**config.mk**
```make
export PLATFORM = sky130hd
export DESIGN_NAME = dma_prog_if
export DESIGN_NICKNAME = d
export VERILOG_FILES = /design/src/rtl/dma_prog_if.sv
export SDC_FILE = /design/constraint.sdc
export NUM_CORES = 1
export LEC_CHECK = 0
export CORE_MARGIN = 8
export CORE_UTILIZATION = 38
export DETAILED_ROUTE_END_ITERATION = 10
export HOLD_SLACK_MARGIN = 0.03
export PLACE_DENSITY = 0.71
export SLEW_MARGIN = 20
export SYNTH_ARGS = -nofsm -noshare
export SYNTH_HDL_FRONTEND = slang
export SYNTH_SLANG_ARGS = --single-unit
```
**constraint.sdc**
```tcl
create_clock -name CLK -period 11.75 [get_ports CLK]
set_clock_uncertainty 0.15 [all_clocks]
set_input_delay 2.9375 -clock CLK [delete_from_list [all_inputs] [get_ports CLK]]
set_output_delay 2.9375 -clock CLK [all_outputs]
set_load 0.02 [all_outputs]
```
**src/rtl/dma_prog_if.sv**
```systemverilog
// dma_prog_if: CPU programming interface for a 4-channel DMA controller.
// Latency: CPU writes commit on the clock edge that sees the strobe's trailing
//   edge; reads are combinational from A. Backpressure: none, HLDA blocks CPU access.
// Ports: CLK/RESET; CPU bus CS_N, IOR_N, IOW_N, HLDA, A, DB_IN, DB_OUT, DB_OE;
//   engine side dreq, tc_set, upd_*, reload_en; programmed state out to the
//   timing engine (cmd_reg, mode_reg, mask, sw_req, curr_addr, curr_count, byte_ptr).
module dma_prog_if (
  input  logic        CLK,
  input  logic        RESET,
  input  logic        CS_N,
  input  logic        IOR_N,
  input  logic        IOW_N,
  input  logic        HLDA,
  input  logic [3:0]  A,
  input  logic [7:0]  DB_IN,
  output logic [7:0]  DB_OUT,
  output logic        DB_OE,
  input  logic [3:0]  dreq,
  input  logic [3:0]  tc_set,
  input  logic        upd_en,
  input  logic [1:0]  upd_ch,
  input  logic [15:0] upd_addr,
  input  logic [15:0] upd_count,
  input  logic        reload_en,
  output logic [7:0]  cmd_reg,
  output logic [31:0] mode_reg,
  output logic [3:0]  mask,
  output logic [3:0]  sw_req,
  output logic [63:0] curr_addr,
  output logic [63:0] curr_count,
  output logic        byte_ptr
);

  logic        r_rd_act, r_wr_act;
  logic        r_blk;
  logic [3:0]  r_rd_a, r_wr_a;
  logic [7:0]  r_wr_d;
  logic [7:0]  r_cmd;
  logic [7:0]  r_mode [4];
  logic [3:0]  r_mask, r_sw_req, r_tc;
  logic [15:0] r_base_addr  [4];
  logic [15:0] r_base_count [4];
  logic [15:0] r_curr_addr  [4];
  logic [15:0] r_curr_count [4];
  logic        r_byte_ptr;
  logic [7:0]  r_temp;

  logic        w_rd_raw, w_wr_raw, w_strobe_raw;
  logic        w_rd_act, w_wr_act;
  logic        w_wr_commit, w_rd_end, w_stat_rd_end, w_mclr, w_cpu_ch_wr;
  logic [1:0]  w_ch;
  logic [3:0]  w_tc_next, w_sw_next;
  logic [15:0] w_sel;
  logic [7:0]  w_db_out;

  assign w_rd_raw     = ~CS_N & ~IOR_N & ~HLDA;
  assign w_wr_raw     = ~CS_N & ~IOW_N & ~HLDA;
  assign w_strobe_raw = ~CS_N & (~IOR_N | ~IOW_N);

  // r_blk swallows a strobe that was interrupted by RESET or HLDA until the
  // CPU releases it, so a stale access can never commit afterwards.
  assign w_rd_act = w_rd_raw & ~r_blk;
  assign w_wr_act = w_wr_raw & ~r_blk;

  // Trailing edge only counts when HLDA is low; an HLDA-induced drop aborts.
  assign w_wr_commit   = r_wr_act & ~w_wr_act & ~HLDA;
  assign w_rd_end      = r_rd_act & ~w_rd_act & ~HLDA;
  assign w_stat_rd_end = w_rd_end & (r_rd_a == 4'h8);
  assign w_mclr        = w_wr_commit & (r_wr_a == 4'hD);
  assign w_ch          = r_wr_a[2:1];
  assign w_cpu_ch_wr   = w_wr_commit & ~r_wr_a[3];

  // tc_set is applied after the clears so a coincident pulse is not lost.
  assign w_tc_next = ((w_stat_rd_end | w_mclr) ? 4'h0 : r_tc) | tc_set;

  always_comb begin
    w_sw_next = r_sw_req;
    if (w_wr_commit && r_wr_a == 4'h9) w_sw_next[r_wr_d[1:0]] = r_wr_d[2];
    if (w_mclr) w_sw_next = 4'h0;
    w_sw_next = w_sw_next & ~tc_set;
  end

  always_ff @(posedge CLK or posedge RESET) begin
    if (RESET) begin
      r_rd_act   <= 1'b0;
      r_wr_act   <= 1'b0;
      r_blk      <= 1'b1;
      r_rd_a     <= 4'h0;
      r_wr_a     <= 4'h0;
      r_wr_d     <= 8'h00;
      r_cmd      <= 8'h00;
      r_mask     <= 4'hF;
      r_sw_req   <= 4'h0;
      r_tc       <= 4'h0;
      r_byte_ptr <= 1'b0;
      r_temp     <= 8'h00;
      for (int i = 0; i < 4; i++) begin
        r_mode[i]       <= 8'h00;
        r_base_addr[i]  <= 16'h0000;
        r_base_count[i] <= 16'h0000;
        r_curr_addr[i]  <= 16'h0000;
        r_curr_count[i] <= 16'h0000;
      end
    end else begin
      r_rd_act <= w_rd_act;
      r_wr_act <= w_wr_act;
      r_blk    <= (r_blk | HLDA) & w_strobe_raw;
      if (w_wr_act) begin
        r_wr_a <= A;
        r_wr_d <= DB_IN;
      end
      if (w_rd_act) r_rd_a <= A;
      r_tc     <= w_tc_next;
      r_sw_req <= w_sw_next;

      // Engine write-back is dropped entirely when the CPU commits to the
      // same channel this cycle; reload takes precedence over upd_en.
      if (!(w_cpu_ch_wr && w_ch == upd_ch)) begin
        if (reload_en) begin
          r_curr_addr[upd_ch]  <= r_base_addr[upd_ch];
          r_curr_count[upd_ch] <= r_base_count[upd_ch];
        end else if (upd_en) begin
          r_curr_addr[upd_ch]  <= upd_addr;
          r_curr_count[upd_ch] <= upd_count;
        end
      end

      if (w_wr_commit) begin
        if (!r_wr_a[3]) begin
          // Byte lanes written independently: no carry between halves.
          if (!r_wr_a[0]) begin
            if (r_byte_ptr) begin
              r_base_addr[w_ch][15:8] <= r_wr_d;
              r_curr_addr[w_ch][15:8] <= r_wr_d;
            end else begin
              r_base_addr[w_ch][7:0]  <= r_wr_d;
              r_curr_addr[w_ch][7:0]  <= r_wr_d;
            end
          end else begin
            if (r_byte_ptr) begin
              r_base_count[w_ch][15:8] <= r_wr_d;
              r_curr_count[w_ch][15:8] <= r_wr_d;
            end else begin
              r_base_count[w_ch][7:0]  <= r_wr_d;
              r_curr_count[w_ch][7:0]  <= r_wr_d;
            end
          end
          r_byte_ptr <= ~r_byte_ptr;
        end else begin
          case (r_wr_a[2:0])
            3'd0: r_cmd <= r_wr_d;
            3'd2: r_mask[r_wr_d[1:0]] <= r_wr_d[2];
            3'd3: r_mode[r_wr_d[1:0]] <= r_wr_d;
            3'd4: r_byte_ptr <= 1'b0;
            3'd5: begin
              r_cmd      <= 8'h00;
              r_temp     <= 8'h00;
              r_byte_ptr <= 1'b0;
              r_mask     <= 4'hF;
            end
            3'd6: r_mask <= 4'h0;
            3'd7: r_mask <= r_wr_d[3:0];
            default: ;
          endcase
        end
      end else if (w_rd_end && !r_rd_a[3]) begin
        r_byte_ptr <= ~r_byte_ptr;
      end
    end
  end

  always_comb begin
    w_sel    = A[0] ? r_curr_count[A[2:1]] : r_curr_addr[A[2:1]];
    w_db_out = 8'h00;
    if (!RESET) begin
      if (!A[3])            w_db_out = r_byte_ptr ? w_sel[15:8] : w_sel[7:0];
      else if (A == 4'h8)   w_db_out = {dreq | r_sw_req, r_tc};
      else if (A == 4'hD)   w_db_out = r_temp;
    end
  end

  assign DB_OUT     = w_db_out;
  assign DB_OE      = w_rd_raw & ~RESET;
  assign cmd_reg    = r_cmd;
  assign mode_reg   = {r_mode[3], r_mode[2], r_mode[1], r_mode[0]};
  assign mask       = r_mask;
  assign sw_req     = r_sw_req;
  assign curr_addr  = {r_curr_addr[3], r_curr_addr[2], r_curr_addr[1], r_curr_addr[0]};
  assign curr_count = {r_curr_count[3], r_curr_count[2], r_curr_count[1], r_curr_count[0]};
  assign byte_ptr   = r_byte_ptr;

endmodule
```
# Word level (Yosys, flattened, before mapping)
# Index checks and enable logic that the tools add are counted.
word_totals:
  inputBits: 62
  out_inout_bits: 186
  reg_bits: 328
  mem_bits_ro: 0
  latch_bits: 0
  mem_bits_rw: 0
  memories: 0
  elab_cells: 176
classes:
  mul: 0
  n_mux: 67
  n_eq_ne: 12
  magnitude_cmp: 9
  n_div: 0
  n_addsub: 0
  bitwise: 38
  shifts: 0
  n_reduce_logical: 19
ops:
  columns: ["op", "count"]
  rows:
  - ["$mux W64", 16]
  - ["$bwmux W64", 12]
  - ["$mux W16", 11]
  - ["$bmux W16 S2", 4]
  - ["$demux W16 S2", 3]
  - ["$mux W8", 6]
  - ["$bwmux W32", 1]
  - ["$and A1 B1 Y1", 16]
  - ["$demux W8 S2", 1]
  - ["$eq A4 B4 Y1 const B", 4]
  - ["$pmux W4 S4", 1]
  - ["$pmux W8 S2", 1]
  - ["$reduce_and A3 Y1", 5]
  - ["$eq A3 B3 Y1 const B", 4]
  - ["$ge A3 B3 Y1 const B", 4]
  - ["$mux W4", 3]
  - ["$not A2 Y3", 4]
  - ["$not A1 Y1", 11]
  - ["$lt A3 B1 Y1 const B", 3]
  - ["$bwmux W4", 2]
  - ["$or A4 B4 Y4", 2]
  - ["$logic_and A1 B1 Y1", 7]
  - ["$eq A3 B2 Y1 const B", 2]
  - ["$mux W1", 5]
  - ["other kinds (14)", 17]

# Logic depth before layout (Yosys ltp)
logic_depth:
  ltp_word: 15
  ltp_mapped: 8
  ltp_nobuf: 4

# Worst setup path after synthesis
# No wires, ideal clock.
synth_timing:
  path_kind: "input -> output"
  from: "in A[1]"
  to: "out DB_OUT[4]"
  setup_slack_ns: 3.999
  arrival_time_ns: 4.664
  n_path_buf: 4
  required_time_ns: 8.663
  stages: 7
  path_cell_list: "buf_2 -> buf_2 -> buf_2 -> clkbuf_1 -> mux4_2 -> mux2i_1 -> o211ai_1"
synth_via:
  elab_chain_len: 8
  word_cells_on_any_way: 13
  cone_classes: "1 x eq/ne; 11 x mux; 1 x bitwise"
synth_lines:
  columns: ["element", "line_no", "text"]
  rows:
  - ["start, declared", "14", "input logic [3:0] A,"]
  - ["$not A2 Y3 (not written as such)", "173", "w_sel = A[0] ? r_curr_count[A[2:1]] : r_curr_addr[A[2:1]];"]
  - ["$bmux W16 S2", "173", null]
  - ["$mux W16 (not written as such) (2 in series)", "173", null]
  - ["$mux W16", "173", null]
  - ["$mux W8", "176", "if (!A[3]) w_db_out = r_byte_ptr ? w_sel[15:8] : w_sel[7:0];"]
  - ["$mux W8 (*)", "176", null]
  - ["$mux W8 (*)", "175", "if (!RESET) begin"]
  - ["end, declared", "16", "output logic [7:0] DB_OUT,"]
# Every way passes the cells marked *; elsewhere a longest branch is shown, timed or not. The select of a mux whose other input is x is not followed.

# Final worst setup path
layout_timing:
  from: "in A[1]"
  to: "out DB_OUT[2]"
# Same word-level chain as after synthesis.

==> summary.txt <==
Finish
  • Area of the multi-input gates: 9190 um2
  • Reg area: 8210 um2
  • Fillers: 4289
  • Antenna cells: 0
  • Non-filler cells, final: 2622
  • Fin util: 46.7%
  • Fraction of layout cells with a size suffix above 1: 15.7%
  • Fin nets: 2042
  • Area grow syn2layout: 21.3%

Critical path
  • Worst R2R End: curr_count[47]$_DFF_PP0_
  • Crit path max fanout: 20
  • CP Cell Sequence: buf_2 -> buf_4 -> mux4_2 -> mux2i_1 -> nor2_1 -> a221o_1 -> clkdlybuf4s50_1
  • Critical path endpoint: DB_OUT[2]
  • Largest stage delay, worst path: 610 ps
  • CP arrival: 5870 ps
  • Crit path launch type: input pin
  • R2r worst-path depth: 5
  • Crit-path slowest cell: clkdlybuf4s50_1
  • Setup CP Type: input pin to output pin
  • Reg2reg setup slack: 8450 ps
  • Setup crit end kind: output pin
  • Worst endpoint required time: 8660 ps
  • Reg2reg start: r_blk$_DFF_PP1_
  • Critical path startpoint: A[1]

Synth
  • Ys async rst share: 100%
  • Top cells by area, synth: dfrtp_1 44%, mux2_2 8.4%, o22a_1 6.1%, nor2_1 5.5%, o211ai_1 5.4%
  • Syn Nets: 1928
  • Commonest cells in the netlist: 323 x dfrtp_1, 268 x nor2_1, 154 x clkbuf_1
  • Distinct cells, synth: 51
  • Syn avg cell area: 9.83 um2
  • Top FF cell, synth: dfrtp_1
  • Ys Warns: 0
  • Synth top area share: 44.1%
  • Dominant cell type by area after synthesis: dfrtp_1
  • Fraction of the yosys area taken by sequential cells: 44.8%
  • #FFs+latches synth: 328
  • Post-synth EDFFs: 0
  • Dominant cell by count in the synthesized netlist: dfrtp_1
  • Synth Cell Area: 18300 um2
  • Synthesized instance count: 1866

Global route
  • Largest net degree at the start of global routing: 184
  • Gr ovfl total: 0
  • Global router's overall resource usage: 24.6%
  • Number of global-route vias before repair: 16025
  • First-pass GRT wire length: 107 mm
  • Initial antenna violation count: 1

Die
  • Die height: 236 um
  • Initial Util: 38.5%
  • Area of the core: 47600 um2
  • Io pins: 248
  • DIE WIDTH: 236 um
  • Rows: 80
  • Die area: 55500 um2

Timing
  • Fin crit period: 8960 ps
  • Max Freq: 0.112 GHz
  • Period utilization: 76.2%
  • Max-slew violations: 0
  • Final worst slack: 2790 ps
  • Final Setup Violations: 0
  • RSZ-0062 raised after global routing: false
  • Worst-margin pin slew: 1130 ps
  • Fin Setup TNS: 0 ps
  • Final Hold Viols: 0
  • Worst slew margin: 24.6%

Power
  • Leakage power: 9.38 nW
  • P_sw: 1.35 mW
  • Share of total power in sequential cells: 39.6%
  • Switching Share: 34.6%
  • Int Pwr: 2.54 mW
  • PwrDens: 175 nW/um2
  • Total power: 3.89 mW
  • Maximum vdd ir drop: 92.3 uV
  • Clock Power Share: 31.7%
  • Logic pwr share: 28.7%

Run status
  • Status: finished clean

Placement
  • Post-placement cell count: 2555
  • IO buf count: 247
  • HPWL Detailed: 46.5 mm
  • Pre-CTS WS: 2850 ps
  • Routability cong.: 0.879

Routing
  • Vias post-DR: 16557
  • Initial DRC Count: 2423
  • Post-DRT Antenna Nets: 0
  • Detailed Route WL: 71.1 mm
  • WL per Instance: 27.1 um
  • DR DRC count: 0
  • Detailed Routing Iterations Pass 1: 5
  • Vias/cell: 6.31

Clock tree
  • Cts hold-fix bufs: 0
  • Maximum clock path buffer count: 3
  • Worst-skew pair later-pin latency: 540 ps
  • Clock Sinks: 328
  • Post-CTS sizing: 0
  • Worst-path clk slew: 60 ps
  • Root buffer cell: clkbuf_16
  • Setup bufs post-CTS: 0
  • H-tree depth: 2
  • CTS tree: built
  • CTS Buf Count: 37

Hold path
  • Worst min-delay path startpoint: mode_reg[17]$_DFFE_PP0P_
  • Min-Delay Path Class: register to register

Run
  • Max_cap viols: 0
==> logic make-up after synthesis <==
family	synth area share, %
AOI/OAI and AO/OA	21.3
xor gates and xnor gates	0.0955
buffers and inverters	5.31
DFF	44.8
muxes	15.8
and+or+nand+nor	12.7
==> how the worst min path moves through the flow <==
stage	endpoint	slack, ps	depth (start not counted)
2_1_floorplan	r_tc[0]$_DFF_PP0_	300	1
3_3_place_gp	mode_reg[8]$_DFFE_PP0P_	300	1
3_5_place_dp	mode_reg[24]$_DFFE_PP0P_	300	1
4_1_cts	mode_reg[17]$_DFFE_PP0P_	320	1
5_1_grt	mode_reg[17]$_DFFE_PP0P_	340	1
6_report	mode_reg[17]$_DFFE_PP0P_	320	1
==> final cells by class <==
type	count	area share (%)
Clock buffer	59	5.26
Clock inverter	7	0.523
Inverter	12	0.219
Multi-Input combinational cell	1322	41.3
Sequential cell	328	36.9
Tap cell	615	3.46
Timing Repair Buffer	279	12.3
==> through the flow <==
step,instance area [um2],hold WS [ps]
2_1_floorplan,18300,300
3_3_place_gp,20900,300
3_5_place_dp,20900,303
4_1_cts,22200,321
5_1_grt,22200,344
6_report,22200,323
==> metal layers <==
metal	global-route usage (%)	share of wire [%]	up-vias
met2	36.2	44	1052
met1	33.0	40	8295
met4	11.5	4.9	2
met5	0	0.018	-
met3	7.07	11	155
li1	-	-	7053
==> cell usage in the layout, fill, tap and decap left out, drive strengths merged, types with 7 or more instances in the layout <==
master         Yosys  layout
nand2b            11      11
clkdlybuf4s50      0     243
nor4               7       7
o211ai           132     132
mux2             170     170
buf               50      36
o22a             127     127
a21oi            135     135
mux4              28      28
inv               12      12
nand2            147     147
mux2i             24      24
dfrtp            323     323
or4               13      13
o21ai             22      22
nor2             268     268
a31oi            129     129
clkbuf           154      59
nor2b             42      42
==> critical path, delay by kind of cell <==
family          cells  cell delay, ps
buf+inv             3            1420
compound gates      1             270
simple gates        1              80
mux                 2            1120
==> power groups by stage <==
stage	clock, mW	sequential (mW)	combinational, mW
3_3_place_gp	0	1.54	1.08
3_5_place_dp	0	1.54	1.11
5_1_grt	1.29	1.56	1.19
6_report	1.23	1.54	1.12
2_1_floorplan	0	1.55	0.561
4_1_cts	1.24	1.53	1.11
Note: power is estimated with default switching activity, not from simulation.
